<file path="config.mk">
export PLATFORM = sky130hd
export DESIGN_NAME = add_sequencer
export DESIGN_NICKNAME = d
export VERILOG_FILES = /design/src/rtl/add_seq_pkg.sv /design/src/rtl/add8_core.sv /design/src/rtl/add_sequencer.sv
export SDC_FILE = /design/constraint.sdc
export NUM_CORES = 1
export LEC_CHECK = 0
export CAP_MARGIN = 20
export CORE_AREA = 5 5 59 66
export CTS_CLUSTER_SIZE = 30
export DETAILED_ROUTE_END_ITERATION = 7
export DIE_AREA = 0 0 64 71
export PLACE_DENSITY = 0.75
export SYNTH_ARGS = -nofsm -noshare
export SYNTH_HDL_FRONTEND = slang
export SYNTH_SLANG_ARGS = --single-unit
</file>
<file path="constraint.sdc">
create_clock -name clk -period 3.7 [get_ports clk]
set_clock_uncertainty 0.05 [all_clocks]
set_input_delay 0.37 -clock clk [delete_from_list [all_inputs] [get_ports clk]]
set_output_delay 0.37 -clock clk [all_outputs]
set_load 0.005 [all_outputs]
</file>
<file path="src/rtl/add_seq_pkg.sv">
// Shared types and widths for the two-operand add sequencer.
package add_seq_pkg;
  localparam int OPW  = 8;
  localparam int SUMW = 9;

  typedef enum logic [1:0] {IDLE, LOAD_B, SETTLE, DONE} state_t;
endpackage

</file>
<file path="src/rtl/add8_core.sv">
// Combinational 8-bit ripple-carry adder; s[8] is the carry out.
module add8_core
  import add_seq_pkg::*;
(
  input  logic [OPW-1:0]  a,
  input  logic [OPW-1:0]  b,
  output logic [SUMW-1:0] s
);
  logic [OPW:0] c;

  assign c[0] = 1'b0;

  for (genvar i = 0; i < OPW; i++) begin : g_fa
    assign s[i]   = a[i] ^ b[i] ^ c[i];
    assign c[i+1] = (a[i] & b[i]) | (c[i] & (a[i] ^ b[i]));
  end

  assign s[OPW] = c[OPW];
endmodule

</file>
<file path="src/rtl/add_sequencer.sv">
// Collects operand bytes A then B, lets the adder settle, and hands out A+B.
// Build option ADD_SEQ_OVF_EN adds the signed-overflow output out_ovf.
module add_sequencer
  import add_seq_pkg::*;
#(
  parameter int SETTLE_CYCLES = 2
) (
  input  logic            clk,
  input  logic            rst_n,
  input  logic [OPW-1:0]  in_data,
  input  logic            in_valid,
  output logic            in_ready,
  output logic [SUMW-1:0] out_sum,
  output logic            out_valid,
  input  logic            out_ready
`ifdef ADD_SEQ_OVF_EN
  ,
  output logic            out_ovf
`endif
);
  localparam logic [3:0] CNT_LOAD = 4'(SETTLE_CYCLES - 1);

  state_t          state;
  logic [OPW-1:0]  a_q, b_q;
  logic [3:0]      cnt;
  logic [SUMW-1:0] core_s;

  add8_core u_core (
    .a (a_q),
    .b (b_q),
    .s (core_s)
  );

`ifdef ADD_SEQ_OVF_EN
  logic ovf_next;
  assign ovf_next = (a_q[OPW-1] == b_q[OPW-1]) && (core_s[OPW-1] != a_q[OPW-1]);
`endif

  // in_ready and out_valid are registered alongside the state so they
  // come straight from flops.
  always_ff @(posedge clk) begin
    if (!rst_n) begin
      state     <= IDLE;
      a_q       <= '0;
      b_q       <= '0;
      cnt       <= '0;
      out_sum   <= '0;
      out_valid <= 1'b0;
      in_ready  <= 1'b1;
`ifdef ADD_SEQ_OVF_EN
      out_ovf   <= 1'b0;
`endif
    end else begin
      case (state)
        IDLE: begin
          if (in_valid && in_ready) begin
            a_q   <= in_data;
            state <= LOAD_B;
          end
        end
        LOAD_B: begin
          if (in_valid && in_ready) begin
            b_q      <= in_data;
            cnt      <= CNT_LOAD;
            in_ready <= 1'b0;
            state    <= SETTLE;
          end
        end
        SETTLE: begin
          if (cnt == 4'd0) begin
            out_sum   <= core_s;
            out_valid <= 1'b1;
            state     <= DONE;
`ifdef ADD_SEQ_OVF_EN
            out_ovf   <= ovf_next;
`endif
          end else begin
            cnt <= cnt - 4'd1;
          end
        end
        DONE: begin
          if (out_ready) begin
            out_valid <= 1'b0;
            in_ready  <= 1'b1;
            state     <= IDLE;
          end
        end
        default: begin
          state     <= IDLE;
          out_valid <= 1'b0;
          in_ready  <= 1'b1;
        end
      endcase
    end
  end
endmodule

</file>
==> Word level (Yosys, flattened, before mapping) <==
Cells that the tools add are included.
{ "classes": {"n_mux": 14, "bitwise": 37, "multipliers": 0, "eq_ne": 8, "addsub": 1, "div": 0, "reduce_logical": 13, "magnitude_cmp": 0, "shift": 0} }
{ "op_table": {"columns": ["cell", "count"], "rows": [
  ["$and 1x1->1", 15],
  ["$xor 1x1->1", 15],
  ["$ne 2x2->1 const B", 5],
  ["$reduce_and 3->1", 3],
  ["$mux 2", 4],
  ["$mux 4", 2],
  ["$pmux 2 s4", 1],
  ["$pmux 4 s2", 1],
  ["$or 1x1->1", 7],
  ["$reduce_and 2->1", 3],
  ["$reduce_bool 2->1", 3],
  ["$eq 2x2->1 const B", 2],
  ["$logic_not 4->1", 1],
  ["$mux 1", 4],
  ["$pmux 1 s2", 2],
  ["$reduce_and 4->1", 1],
  ["$sub 4x1->4 const B", 1],
  ["$eq 2x1->1 const B", 1],
  ["$logic_not 2->1", 1],
  ["$logic_and 1x1->1", 1]
]} }
{ "word_totals": {"regBits": 33, "latchBits": 0, "mem_bits_ro": 0, "wordCells": 80, "ramBits": 0, "n_memories": 0} }

==> Longest topological paths before layout <==
Gate-level depths: netlist of the first run.
{ "logic_depth": {"depth_word": 15, "mapped_depth": 12, "mapped_depth_nobuf": 12} }

==> By module <==
A second synthesis of the first run with hierarchy kept.
{ "hier_totals": {"hier_cells": 180, "area_unflattened_um2": 1674.1} }
{ "by_module_without_submodules": {"columns": ["mod", "area_per_inst_um2", "cells_per_inst", "n_inst", "seq_area_each_um2"], "rows": [
  ["add_sequencer", 1483.9, 162, 1, 660.6],
  ["add8_core", 190.2, 18, 1, 0.0]
]} }

==> Worst setup path before layout of the first run <==
Ideal clock, no wire load.
{ "synth_timing": {"kind": "reg2reg", "start": "register a_q[0]", "end": "register out_sum[7]", "stages_incl_launch_ff": 13, "arrival_time_ns": 3.213, "period_less_slack_ns": 3.349, "setup_time_ns": 0.086, "path_slack_ns": 0.351, "path_buffers": 0, "path_cell_list": "dfxtp_1 ha_1 inv_1 fa_1 inv_1 fa_1 fa_1 fa_1 fa_1 fa_1 inv_1 fa_1 a211oi_1"} }
{ "synth_between": {"elab_chain_cells": 14} }
{ "synth_rtl": {"columns": ["element", "line", "source"], "rows": [
  ["start, declared", "add_sequencer.sv:24", "logic [OPW-1:0] a_q, b_q;"],
  ["start signal, assigned", "add_sequencer.sv:57", "a_q <= in_data;"],
  ["$and 1x1->1 (2 in series)", "add8_core.sv:15", "assign c[i+1] = (a[i] & b[i]) | (c[i] & (a[i] ^ b[i]));"],
  ["$or 1x1->1", "add8_core.sv:15", null],
  ["$and 1x1->1", "add8_core.sv:15", null],
  ["$or 1x1->1", "add8_core.sv:15", null],
  ["$and 1x1->1", "add8_core.sv:15", null],
  ["$or 1x1->1", "add8_core.sv:15", null],
  ["$and 1x1->1", "add8_core.sv:15", null],
  ["$or 1x1->1", "add8_core.sv:15", null],
  ["$and 1x1->1", "add8_core.sv:15", null],
  ["$or 1x1->1", "add8_core.sv:15", null],
  ["$and 1x1->1", "add8_core.sv:15", null],
  ["$or 1x1->1", "add8_core.sv:15", null],
  ["$xor 1x1->1", "add8_core.sv:14", "assign s[i] = a[i] ^ b[i] ^ c[i];"],
  ["end signal, assigned", "add_sequencer.sv:71", "out_sum <= core_s;"],
  ["end, declared", "add_sequencer.sv:13", "output logic [SUMW-1:0] out_sum,"]
]} }
No other way between the ends.
A chain may end at the register's enable or synchronous reset.

==> Worst setup path after layout of the first run <==
Same ends and word-level chain as after synthesis.

==> results of run 1 <==
worst paths after layout:
| kind | depth (start not counted) | slack [ns] | endpoint | from |
|---|---|---|---|---|
| hold / removal | 2 | 0.42 | b_q[1] | b_q[1] |
| hold reg to reg | 2 | 0.42 | b_q[1] | b_q[1] |
| setup / recovery | 12 | 0.21 | out_sum[7] | a_q[0] |
| setup reg to reg | 12 | 0.21 | out_sum[7] | a_q[0] |
per-layer routing:
metal / vias up / GRT usage [%] / wire, um
li1: 606 / - / -
met1: 560 / 16.6 / 1310
met2: 29 / 23.2 / 1500
met3: 6 / 4.13 / 144
met4: 0 / 8.55 / 34
met5: - / 0 / 0
through the flow:
stage / std cells / utilization (%)
floorplan: 168 / -
global placement: 218 / 56.1
detailed placement: 218 / 56.1
CTS: 225 / 57.8
global route: 225 / 57.9
finish: 225 / 57.9
synthesized netlist by cell type (all sizes together):
cell type,n,area (um^2)
nand4b,2,17.5
o41ai,1,8.76
a32o,1,10.0
a211o,1,8.76
o211ai,1,7.51
and4bb,1,12.5
nand3,2,10.0
nand2,24,90.1
o21ai,1,5.00
clkbuf,3,11.3
nor2,18,67.6
a2bb2oi,3,26.3
nand2b,3,18.8
a31oi,1,6.26
clkinv,1,3.75
nor3,1,5.00
ha,8,100
a21oi,12,60.1
mux2i,15,150
o32ai,1,8.76
a21o,1,7.51
or3b,1,11.3
dfxtp,33,661
and3,1,6.26
a211oi,3,22.5
fa,7,140
nor2b,1,6.26
buf,5,32.5
o22ai,2,12.5
o211a,1,10.0
inv,13,48.8
cell families (layout without fill, tap and decap cells):
logic type / after synthesis / in the layout / synth area share (%)
AND/OR/NAND/NOR: 54 / 54 / 15.5
adder cells (fa/ha/maj): 15 / 15 / 15.1
multiplexers: 15 / 15 / 9.46
buffers and inverters: 22 / 43 / 6.07
flip-flops: 33 / 33 / 41.6
AO/OA/AOI/OAI: 29 / 29 / 12.2
critical path, stage by stage (launching register included):
cell,delay [ns]
sky130_fd_sc_hd__dfxtp_1,0.32
sky130_fd_sc_hd__ha_1,0.19
sky130_fd_sc_hd__inv_1,0.06
sky130_fd_sc_hd__fa_1,0.15
sky130_fd_sc_hd__inv_1,0.05
sky130_fd_sc_hd__fa_2,0.35
sky130_fd_sc_hd__fa_1,0.40
sky130_fd_sc_hd__fa_1,0.40
sky130_fd_sc_hd__fa_1,0.40
sky130_fd_sc_hd__fa_1,0.37
sky130_fd_sc_hd__inv_1,0.07
sky130_fd_sc_hd__fa_1,0.40
sky130_fd_sc_hd__a211oi_1,0.19
state kept, by name, summed over array words and instances, names as in the netlist:
signal and cells:
a_q 8, out_sum 9, out_valid 1, in_ready 1
b_q 8, cnt 4, state 2
power groups by stage:
stage / clock, mW / combinational, mW / sequential (mW)
final: 0.199 / 0.470 / 0.478
after global routing: 0.223 / 0.530 / 0.489
after CTS: 0.209 / 0.473 / 0.478
after detailed placement: 0 / 0.472 / 0.486
after global placement: 0 / 0.453 / 0.483
after floorplan: 0 / 0.354 / 0.480
layout make-up:
| class | instances | area [um^2] |
|---|---|---|
| multi-input cells | 113 | 832 |
| repair buffers | 22 | 220 |
| well taps | 36 | 45.0 |
| inverters | 14 | 52.6 |
| clock buffers | 7 | 55.1 |
| fillers | 281 | 1360 |
| flip-flops and latches | 33 | 661 |
==> impl_metrics.prom, run 1 <==
# TYPE chip_impl_metric gauge
chip_impl_info{name="run_status",value="finished, final reports clean"} 1
chip_impl_metric{name="drcViolationCount",unit=""} 0
chip_impl_metric{name="drt_first_pass_iters",unit=""} 4
chip_impl_info{name="cts_tree",value="built"} 1
chip_impl_metric{name="core",unit="um^2"} 3220
chip_impl_metric{name="setup_total_negative_slack",unit="ns"} 0
chip_impl_metric{name="track_usage",unit="%"} 14.4
chip_impl_metric{name="place_ws",unit="ns"} 0.172
chip_impl_metric{name="via_count",unit=""} 1201
chip_impl_info{name="setup.worst_path.start_class",value="flip-flop"} 1
chip_impl_metric{name="initial_antenna_violation_count",unit=""} 0
chip_impl_info{name="clock_root_buffer_master",value="sky130_fd_sc_hd__clkbuf_4"} 1
chip_impl_metric{name="worst_setup_hold_path_clk_slew",unit="ns"} 0.09
chip_impl_info{name="layout.cells.most_common",value="sky130_fd_sc_hd__dfxtp_1"} 1
chip_impl_metric{name="finalInstanceArea",unit="um^2"} 1870
chip_impl_metric{name="power.density",unit="nW/um^2"} 615
chip_impl_metric{name="portBuffers",unit=""} 22
chip_impl_metric{name="critical_path_peak_fanout",unit=""} 2
chip_impl_metric{name="clock_tree.htree_level_count",unit=""} 2
chip_impl_metric{name="slew_headroom",unit="%"} 53.7
chip_impl_metric{name="std_cell_rows",unit=""} 22
chip_impl_metric{name="p_int",unit="mW"} 0.742
chip_impl_metric{name="synth.yosys.seq_area_share",unit="%"} 41.6
chip_impl_metric{name="power_share_of_the_combinational_group",unit="%"} 41.0
chip_impl_metric{name="die-width",unit="um"} 64
chip_impl_metric{name="final.min_clock_period",unit="ns"} 3.49
chip_impl_metric{name="wirelength",unit="mm"} 2.98
chip_impl_metric{name="cts_made_buffers",unit=""} 5
chip_impl_metric{name="worstPathRequired",unit="ns"} 3.87
chip_impl_metric{name="num_antenna_cells",unit=""} 0
chip_impl_metric{name="initial_standard_cell_utilization_of_the_core",unit="%"} 49.3
chip_impl_metric{name="chipHeight",unit="um"} 71
chip_impl_metric{name="grt_start_max_net_pins",unit=""} 28
chip_impl_metric{name="arrival",unit="ns"} 3.66
chip_impl_metric{name="syn_inst",unit=""} 168
chip_impl_metric{name="placed_cell_area",unit="um^2"} 1810
chip_impl_metric{name="postSynthAreaPerCell",unit="um^2"} 9.44
chip_impl_metric{name="drt_first_iter_violations",unit=""} 59
chip_impl_metric{name="worst_ir_drop_vdd",unit="uV"} 394
chip_impl_metric{name="hold_ws",unit="ns"} 0.416
chip_impl_info{name="hp-class",value="reg -> reg"} 1
chip_impl_metric{name="setup_fix_buffers_added_after_clock_tree_synthesis",unit=""} 0
chip_impl_metric{name="yosys.cell_types.count",unit=""} 34
chip_impl_metric{name="hold_buffers",unit=""} 0
chip_impl_metric{name="io_pins",unit=""} 23
chip_impl_metric{name="clock-sinks",unit=""} 33
chip_impl_metric{name="power",unit="mW"} 1.15
chip_impl_info{name="most-common-layout-cells",value="sky130_fd_sc_hd__dfxtp_1 (33), sky130_fd_sc_hd__nand2_1 (24), sky130_fd_sc_hd__clkdlybuf4s50_1 (22)"} 1
chip_impl_metric{name="place_hpwl",unit="mm"} 2.16
chip_impl_metric{name="achievable-frequency",unit="MHz"} 287
chip_impl_metric{name="postSynthRegisterBits",unit=""} 33
chip_impl_metric{name="die_ar",unit="um^2"} 4540
chip_impl_metric{name="grt.overflow.total",unit=""} 0
chip_impl_metric{name="clk_path_buf_depth",unit=""} 2
chip_impl_metric{name="leakagePower",unit="nW"} 0.755
chip_impl_metric{name="finalWeightedCongestion",unit=""} 0.795
chip_impl_metric{name="post_drt_wl_per_cell",unit="um"} 13.2
chip_impl_metric{name="count_of_endpoints_failing_hold_in_the_final_timing_report",unit=""} 0
chip_impl_metric{name="layout.nets",unit=""} 216
chip_impl_metric{name="setup_viol",unit=""} 0
chip_impl_metric{name="synth_area",unit="um^2"} 1590
chip_impl_metric{name="final_report_max_slew_violation_count",unit=""} 0
chip_impl_metric{name="post_cts_resize_count",unit=""} 0
chip_impl_metric{name="first_pass_grt_wire_length",unit="mm"} 5.17
chip_impl_metric{name="synthesis.yosys.warnings",unit=""} 0
chip_impl_metric{name="syn-num-nets",unit=""} 195
chip_impl_metric{name="share_clk_of_total_power",unit="%"} 17.4
chip_impl_metric{name="power_frac_seq",unit="%"} 41.7
chip_impl_metric{name="power_switching",unit="mW"} 0.405
chip_impl_metric{name="drtAntennaViolNets",unit=""} 0
chip_impl_metric{name="tightestPinTransition",unit="ns"} 0.690
chip_impl_metric{name="final_layout_size_suffix_gt1_share",unit="%"} 4.23
chip_impl_info{name="worst_path_class_setup",value="reg -> reg"} 1
chip_impl_metric{name="area_overhead_vs_synth",unit="%"} 17.6
chip_impl_metric{name="post-route-worst-setup-slack",unit="ns"} 0.212
chip_impl_metric{name="min_period_over_period",unit="%"} 94.3
chip_impl_metric{name="grt_pass1_vias",unit=""} 1215
chip_impl_metric{name="power.switching_fraction",unit="%"} 35.3
chip_impl_metric{name="clk-insertion-delay-late",unit="ns"} 0.32
chip_impl_metric{name="cap_viol_max_count",unit=""} 0
chip_impl_metric{name="avgViaCountPerCell",unit=""} 5.34
chip_impl_info{name="setup_repair_after_global_routing_missed_its_margin",value="no"} 1
chip_impl_info{name="timing.critical_path.to_type",value="flip-flop"} 1
Power figures use the tool's default switching activity.
==> run 2, diff against run 1 <==
--- a/config.mk
+++ b/config.mk
@@ -6,11 +6,12 @@
 export NUM_CORES = 1
 export LEC_CHECK = 0
 export CAP_MARGIN = 20
-export CORE_AREA = 5 5 59 66
+export CORE_AREA = 5 5 60 67
 export CTS_CLUSTER_SIZE = 30
 export DETAILED_ROUTE_END_ITERATION = 7
-export DIE_AREA = 0 0 64 71
-export PLACE_DENSITY = 0.75
+export DIE_AREA = 0 0 65 72
+export PLACE_DENSITY = 0.76
 export SYNTH_ARGS = -nofsm -noshare
 export SYNTH_HDL_FRONTEND = slang
+export SYNTH_HIERARCHICAL = 1
 export SYNTH_SLANG_ARGS = --single-unit
==> impl_metrics.prom, run 2 <==
# TYPE chip_impl_metric gauge
chip_impl_metric{name="critical_path_peak_fanout",unit=""} 2
chip_impl_metric{name="grt_pass1_vias",unit=""} 1285
chip_impl_info{name="worst_path_max_delay_cell",value="sky130_fd_sc_hd__fa_1"} 1
chip_impl_metric{name="die-width",unit="um"} 65
chip_impl_metric{name="setup_total_negative_slack",unit="ns"} 0
chip_impl_metric{name="cts_made_buffers",unit=""} 5
chip_impl_metric{name="clock-sinks",unit=""} 33
chip_impl_metric{name="initial_standard_cell_utilization_of_the_core",unit="%"} 51.1
chip_impl_metric{name="drcViolationCount",unit=""} 0
chip_impl_info{name="timing.critical_path.max_delay_family",value="adder cells"} 1
chip_impl_metric{name="via_count",unit=""} 1240
chip_impl_metric{name="post-synth-top-area-fraction",unit="%"} 39.5
chip_impl_metric{name="min_period_over_period",unit="%"} 95.2
chip_impl_info{name="synth_top_area_cell",value="sky130_fd_sc_hd__dfxtp_1"} 1
chip_impl_metric{name="chipHeight",unit="um"} 72
chip_impl_metric{name="area_overhead_vs_synth",unit="%"} 21.2
chip_impl_metric{name="leakagePower",unit="nW"} 0.808
chip_impl_info{name="list_of_cells_traversed_by_the_critical_path",value="ha_1 -> inv_1 -> fa_1 -> inv_1 -> fa_1 -> fa_1 -> fa_1 -> fa_1 -> fa_1 -> inv_1 -> fa_1 -> inv_1 -> nand2_1 -> a21boi_1"} 1
chip_impl_metric{name="worstPathRequired",unit="ns"} 3.93
chip_impl_metric{name="place_ws",unit="ns"} 0.219
chip_impl_info{name="dr.max_layer_used",value="met4"} 1
chip_impl_metric{name="route.met2.wl",unit="mm"} 1.61
chip_impl_metric{name="count_of_endpoints_failing_hold_in_the_final_timing_report",unit=""} 0
chip_impl_metric{name="setup_viol",unit=""} 0
chip_impl_metric{name="portBuffers",unit=""} 22
chip_impl_metric{name="synth.yosys.seq_area_share",unit="%"} 39.5
chip_impl_info{name="hp-class",value="reg -> reg"} 1
chip_impl_metric{name="worst_ir_drop_vdd",unit="uV"} 438
chip_impl_info{name="reg.largest.list",value="out_sum: 9 flops, a_q: 8 flops, b_q: 8 flops"} 1
chip_impl_info{name="crit_path_frequent_cell",value="sky130_fd_sc_hd__fa_1"} 1
chip_impl_info{name="yosys.cell_count.top_type",value="sky130_fd_sc_hd__nand2_1"} 1
chip_impl_metric{name="initial_antenna_violation_count",unit=""} 0
chip_impl_metric{name="io_pins",unit=""} 23
chip_impl_metric{name="post-route-worst-setup-slack",unit="ns"} 0.178
chip_impl_metric{name="post_synth_edffs",unit=""} 0
chip_impl_metric{name="worst_path_largest_cell_delay",unit="ns"} 0.40
chip_impl_metric{name="grt_start_max_net_pins",unit=""} 40
chip_impl_metric{name="worstPathBufferInverterCount",unit=""} 4
chip_impl_metric{name="clock_tree.htree_level_count",unit=""} 2
chip_impl_metric{name="achievable-frequency",unit="MHz"} 284
chip_impl_metric{name="core",unit="um^2"} 3280
chip_impl_metric{name="post_drt_wl_per_cell",unit="um"} 13.5
chip_impl_metric{name="hold_buffers",unit=""} 0
chip_impl_metric{name="setup_fix_buffers_added_after_clock_tree_synthesis",unit=""} 0
chip_impl_metric{name="slew_headroom",unit="%"} 67.7
chip_impl_metric{name="tightestPinTransition",unit="ns"} 0.484
chip_impl_info{name="layout.cells.most_common",value="sky130_fd_sc_hd__nand2_1"} 1
chip_impl_info{name="synth_top_flop_cell",value="sky130_fd_sc_hd__dfxtp_1"} 1
chip_impl_metric{name="drt_first_pass_iters",unit=""} 4
chip_impl_metric{name="syn-num-nets",unit=""} 207
chip_impl_info{name="most-common-layout-cells",value="sky130_fd_sc_hd__nand2_1 (42), sky130_fd_sc_hd__dfxtp_1 (33), sky130_fd_sc_hd__clkdlybuf4s50_1 (22)"} 1
chip_impl_metric{name="die_ar",unit="um^2"} 4680
chip_impl_info{name="synth.top_cells.by_area",value="sky130_fd_sc_hd__dfxtp_1 (39%), sky130_fd_sc_hd__nand2_1 (9.4%), sky130_fd_sc_hd__fa_1 (8.4%)"} 1
chip_impl_metric{name="final.min_clock_period",unit="ns"} 3.52
chip_impl_metric{name="hold_ws",unit="ns"} 0.416
chip_impl_metric{name="reg2reg_setup_slack",unit="ns"} 0.18
chip_impl_info{name="setup_repair_after_global_routing_missed_its_margin",value="no"} 1
chip_impl_info{name="run_status",value="finished, final reports clean"} 1
chip_impl_metric{name="layout.nets",unit=""} 229
chip_impl_metric{name="met1_length",unit="mm"} 1.44
chip_impl_info{name="top_register",value="out_sum"} 1
chip_impl_metric{name="final_layout_size_suffix_gt1_share",unit="%"} 7.39
chip_impl_metric{name="num_antenna_cells",unit=""} 0
chip_impl_metric{name="worst_setup_hold_path_clk_slew",unit="ns"} 0.11
chip_impl_metric{name="power.density",unit="nW/um^2"} 593
chip_impl_metric{name="yosys.cell_types.count",unit=""} 34
chip_impl_metric{name="largest_reg_flops",unit=""} 9
chip_impl_metric{name="met3_wirelength",unit="um"} 149
chip_impl_metric{name="place_hpwl",unit="mm"} 2.34
chip_impl_info{name="timing.critical_path.to_type",value="flip-flop"} 1
chip_impl_metric{name="power",unit="mW"} 1.20
chip_impl_metric{name="clk-insertion-delay-late",unit="ns"} 0.33
chip_impl_metric{name="final_report_max_slew_violation_count",unit=""} 0
chip_impl_info{name="worst_path_class_setup",value="reg -> reg"} 1
chip_impl_metric{name="avgViaCountPerCell",unit=""} 5.19
chip_impl_info{name="clock_root_buffer_master",value="sky130_fd_sc_hd__clkbuf_4"} 1
chip_impl_metric{name="synth-async-reset-ratio",unit="%"} 0
chip_impl_info{name="setup.worst_path.start_class",value="flip-flop"} 1
chip_impl_metric{name="drtAntennaViolNets",unit=""} 0
chip_impl_metric{name="std_cell_rows",unit=""} 22
chip_impl_metric{name="syn_inst",unit=""} 180
chip_impl_metric{name="arrival",unit="ns"} 3.75
chip_impl_metric{name="post_cts_resize_count",unit=""} 0
chip_impl_metric{name="finalWeightedCongestion",unit=""} 0.835
chip_impl_metric{name="postSynthRegisterBits",unit=""} 33
chip_impl_metric{name="wirelength",unit="mm"} 3.23
chip_impl_info{name="synth_top_cells_by_count",value="sky130_fd_sc_hd__nand2_1 (42), sky130_fd_sc_hd__dfxtp_1 (33), sky130_fd_sc_hd__inv_1 (17), sky130_fd_sc_hd__a21boi_0 (16), sky130_fd_sc_hd__mux2i_1 (10)"} 1
chip_impl_metric{name="first_pass_grt_wire_length",unit="mm"} 5.50
chip_impl_metric{name="clk_path_buf_depth",unit=""} 2
chip_impl_metric{name="postSynthAreaPerCell",unit="um^2"} 9.30
chip_impl_info{name="cts_tree",value="built"} 1
chip_impl_metric{name="drt_first_iter_violations",unit=""} 39
chip_impl_metric{name="track_usage",unit="%"} 15.2
chip_impl_metric{name="synth_area",unit="um^2"} 1670
chip_impl_metric{name="synthesis.yosys.warnings",unit=""} 6
chip_impl_metric{name="grt.overflow.total",unit=""} 0
chip_impl_metric{name="cap_viol_max_count",unit=""} 0
## run 2: cell count changes after synthesis, sizes merged, moves of 4 or more
cell	previous run	this run
nor2b	1	9
a21boi	0	17
a21oi	12	3
inv	13	17
nand2	24	42
nor2	18	1
mux2i	15	10
## run 2: logic make-up after synthesis
kind of cell,share of synthesized area [%]
adders and majority gates,14.3
and+or+nand+nor,18.7
AOI/OAI and AO/OA,15.2
buffers and inverters,6.28
muxes,5.98
DFF,39.5
## run 2: power breakdown
group	internal (mW)	leakage [nW]	switching (mW)
combinational	0.183	0.484	0.214
clock	0.209	0.0552	0.131
sequential	0.415	0.268	0.0496
total	0.807	0.808	0.395
## run 2: per-stage QoR
step           instance area [um^2]  instances  utilization (%)
2_1_floorplan                  1670        180                -
3_3_place_gp                   1900        230             57.9
3_5_place_dp                   1900        230             57.9
4_1_cts                        2000        238             61.1
5_1_grt                        2030        239             61.9
6_report                       2030        239             61.9
## run 2: worst paths after layout
path                            startpoint          to  depth (start not counted)
worst min-delay path            out_sum[7]  out_sum[7]                          2
worst min register to register  out_sum[7]  out_sum[7]                          2
worst max register to register      a_q[0]  out_sum[7]                         14
worst max-delay path                a_q[0]  out_sum[7]                         14
## run 2: cell type report
class | count | area, um^2
inverter | 17 | 63.8
fill | 274 | 1250
clock inverter | 3 | 65.1
multi-input combinational | 122 | 908
clock buffer | 5 | 37.5
timing repair buffer | 23 | 248
tap | 36 | 45.0
sequential | 33 | 661
## run 2: tightest hold or removal path: cells and delay by family (launching register included)
kind,cells,cell delay (ns)
DFF,1,0.32
and+or+nand+nor,1,0.05
AOI/OAI and AO/OA,1,0.05
## run 2: per-layer routing
| metal | track usage (%) | up-vias |
|---|---|---|
| met1 | 16.6 | 576 |
| li1 | - | 636 |
| met3 | 5.11 | 4 |
| met2 | 27.2 | 24 |
| met4 | 5.40 | 0 |
| met5 | 0 | - |
==> run 3, diff against run 2 <==
--- a/config.mk
+++ b/config.mk
@@ -10,7 +10,7 @@
 export CTS_CLUSTER_SIZE = 30
 export DETAILED_ROUTE_END_ITERATION = 7
 export DIE_AREA = 0 0 65 72
-export PLACE_DENSITY = 0.76
+export PLACE_DENSITY = 0.73
 export SYNTH_ARGS = -nofsm -noshare
 export SYNTH_HDL_FRONTEND = slang
 export SYNTH_HIERARCHICAL = 1
==> impl_metrics.prom, run 3 (synthesis results as in run 2) <==
# TYPE chip_impl_metric gauge
chip_impl_info{name="run_status",value="finished, final reports clean"} 1
chip_impl_info{name="most-common-layout-cells",value="sky130_fd_sc_hd__nand2_1 (42), sky130_fd_sc_hd__dfxtp_1 (33), sky130_fd_sc_hd__clkdlybuf4s50_1 (22)"} 1
chip_impl_metric{name="core",unit="um^2"} 3280
chip_impl_metric{name="grt_pass1_vias",unit=""} 1280
chip_impl_metric{name="die_ar",unit="um^2"} 4680
chip_impl_metric{name="count_of_endpoints_failing_hold_in_the_final_timing_report",unit=""} 0
chip_impl_metric{name="finalInstanceArea",unit="um^2"} 1960
chip_impl_metric{name="first_pass_grt_wire_length",unit="mm"} 5.48
chip_impl_info{name="cts_tree",value="built"} 1
chip_impl_metric{name="drt_first_pass_iters",unit=""} 4
chip_impl_metric{name="fillers",unit=""} 282
chip_impl_info{name="setup.worst_path.start_class",value="flip-flop"} 1
chip_impl_metric{name="grt.met2_usage",unit="%"} 26.0
chip_impl_metric{name="clk_path_buf_depth",unit=""} 2
chip_impl_metric{name="clk-insertion-delay-late",unit="ns"} 0.33
chip_impl_metric{name="placed_cell_area",unit="um^2"} 1900
chip_impl_info{name="hp-class",value="reg -> reg"} 1
chip_impl_metric{name="io_pins",unit=""} 23
chip_impl_metric{name="cap_viol_max_count",unit=""} 0
chip_impl_metric{name="leakagePower",unit="nW"} 0.772
chip_impl_metric{name="track_usage",unit="%"} 15.3
chip_impl_metric{name="worst_ir_drop_vdd",unit="uV"} 317
chip_impl_metric{name="drcViolationCount",unit=""} 0
chip_impl_metric{name="cts_made_buffers",unit=""} 5
chip_impl_metric{name="critical_path_peak_fanout",unit=""} 2
chip_impl_metric{name="arrival",unit="ns"} 3.68
chip_impl_metric{name="setup_viol",unit=""} 0
chip_impl_metric{name="met1_usage",unit="%"} 17.0
chip_impl_metric{name="clock_tree.htree_level_count",unit=""} 2
chip_impl_metric{name="layout.nets",unit=""} 229
chip_impl_metric{name="finalWeightedCongestion",unit=""} 0.836
chip_impl_metric{name="post_drt_wl_per_cell",unit="um"} 13.4
chip_impl_metric{name="power.density",unit="nW/um^2"} 531
chip_impl_info{name="grt.busiest_layer",value="met2"} 1
chip_impl_metric{name="initial_antenna_violation_count",unit=""} 0
chip_impl_info{name="clock_root_buffer_master",value="sky130_fd_sc_hd__clkbuf_4"} 1
chip_impl_info{name="setup_repair_after_global_routing_missed_its_margin",value="no"} 1
chip_impl_info{name="reg.largest.list",value="out_sum: 9 flops, a_q: 8 flops, b_q: 8 flops"} 1
chip_impl_metric{name="portBuffers",unit=""} 22
chip_impl_metric{name="final.min_clock_period",unit="ns"} 3.46
chip_impl_metric{name="clock-sinks",unit=""} 33
chip_impl_metric{name="wirelength",unit="mm"} 3.17
chip_impl_metric{name="via_count",unit=""} 1225
chip_impl_metric{name="slew_headroom",unit="%"} 68.6
chip_impl_metric{name="place_hpwl",unit="mm"} 2.35
chip_impl_metric{name="grt_start_max_net_pins",unit=""} 40
chip_impl_metric{name="die-width",unit="um"} 65
chip_impl_info{name="worst_path_class_setup",value="reg -> reg"} 1
chip_impl_metric{name="drt_first_iter_violations",unit=""} 37
chip_impl_metric{name="chipHeight",unit="um"} 72
chip_impl_metric{name="drtAntennaViolNets",unit=""} 0
chip_impl_metric{name="std_cell_rows",unit=""} 22
chip_impl_metric{name="largest_reg_flops",unit=""} 9
chip_impl_metric{name="worstPathRequired",unit="ns"} 3.92
chip_impl_metric{name="final_layout_size_suffix_gt1_share",unit="%"} 6.97
chip_impl_info{name="timing.critical_path.to_type",value="flip-flop"} 1
chip_impl_metric{name="initial_standard_cell_utilization_of_the_core",unit="%"} 51.1
chip_impl_metric{name="tightestPinTransition",unit="ns"} 0.469
chip_impl_metric{name="worst_setup_hold_path_clk_slew",unit="ns"} 0.10
chip_impl_metric{name="min_period_over_period",unit="%"} 93.5
chip_impl_metric{name="num_antenna_cells",unit=""} 0
chip_impl_metric{name="setup_total_negative_slack",unit="ns"} 0
chip_impl_metric{name="grt.overflow.total",unit=""} 0
chip_impl_metric{name="hold_buffers",unit=""} 0
chip_impl_metric{name="use_met3",unit="%"} 5.26
chip_impl_info{name="top_register",value="out_sum"} 1
chip_impl_metric{name="final_report_max_slew_violation_count",unit=""} 0
chip_impl_metric{name="achievable-frequency",unit="MHz"} 289
chip_impl_info{name="layout.cells.most_common",value="sky130_fd_sc_hd__nand2_1"} 1
chip_impl_metric{name="avgViaCountPerCell",unit=""} 5.17
chip_impl_metric{name="area_overhead_vs_synth",unit="%"} 17.0
[run 3: changes by cell type in the layout (fill, tap and decap cells not counted)]
cell and delta:
sky130_fd_sc_hd__buf_16 -1, sky130_fd_sc_hd__fa_2 +1, sky130_fd_sc_hd__fa_1 -1, sky130_fd_sc_hd__buf_8 +1
sky130_fd_sc_hd__bufinv_16 -2
[run 3: critical path, stage by stage (launching register included)]
cell and delay [ns]:
sky130_fd_sc_hd__dfxtp_1 0.33, sky130_fd_sc_hd__ha_1 0.19, sky130_fd_sc_hd__inv_1 0.06, sky130_fd_sc_hd__fa_1 0.15, sky130_fd_sc_hd__inv_1 0.05, sky130_fd_sc_hd__fa_1 0.37
sky130_fd_sc_hd__fa_1 0.39, sky130_fd_sc_hd__fa_2 0.36, sky130_fd_sc_hd__fa_1 0.38, sky130_fd_sc_hd__fa_1 0.36, sky130_fd_sc_hd__inv_1 0.07, sky130_fd_sc_hd__fa_1 0.40
sky130_fd_sc_hd__inv_1 0.06, sky130_fd_sc_hd__nand2_1 0.04, sky130_fd_sc_hd__a21boi_1 0.13
[run 3: timing repair]
item	4_1_cts	5_1_grt
setup buffers	0	0
resized for setup	0	1
setup endpoints to repair	0	1
[run 3: metrics by stage]
stage	power, mW	setup slack (ns)	cells	hold WS, ns	utilization [%]
final	1.04	0.241	237	0.413	59.8
after global routing	1.13	0.0405	237	0.436	59.8
after CTS	1.05	0.184	236	0.423	59.2
after detailed placement	0.869	0.216	230	0.409	57.9
after global placement	0.852	0.255	230	0.397	57.9
after floorplan	0.760	0.359	180	0.393	-
[run 3: path summary, 6_finish.rpt]
path | startpoint | endpoint | slack (ns) | depth (start not counted)
setup / recovery | a_q[0] | out_sum[7] | 0.24 | 14
hold / removal | out_sum[0] | out_sum[0] | 0.41 | 2
setup reg to reg | a_q[0] | out_sum[7] | 0.24 | 14
hold reg to reg | out_sum[0] | out_sum[0] | 0.41 | 2
[run 3: per-layer routing]
| metal | up-vias | part of all wire [%] |
|---|---|---|
| met1 | 560 | 43 |
| met4 | 0 | 2.4 |
| li1 | 630 | - |
| met2 | 28 | 51 |
| met5 | - | 0 |
| met3 | 7 | 3.9 |
[run 3: final cells by class]
class                           instances  area (um^2)  area share [%]
Clock buffer                            5         37.5            1.92
Clock inverter                          1         5.00           0.256
Inverter                               17         63.8            3.26
Multi-Input combinational cell        122          911            46.5
Sequential cell                        33          661            33.7
Tap cell                               36         45.0            2.30
Timing Repair Buffer                   23          235            12.0
[run 3: where the power goes]
| part | switching (mW) | internal, mW |
|---|---|---|
| clock network | 0.115 | 0.0658 |
| registers | 0.0499 | 0.415 |
| logic | 0.213 | 0.181 |
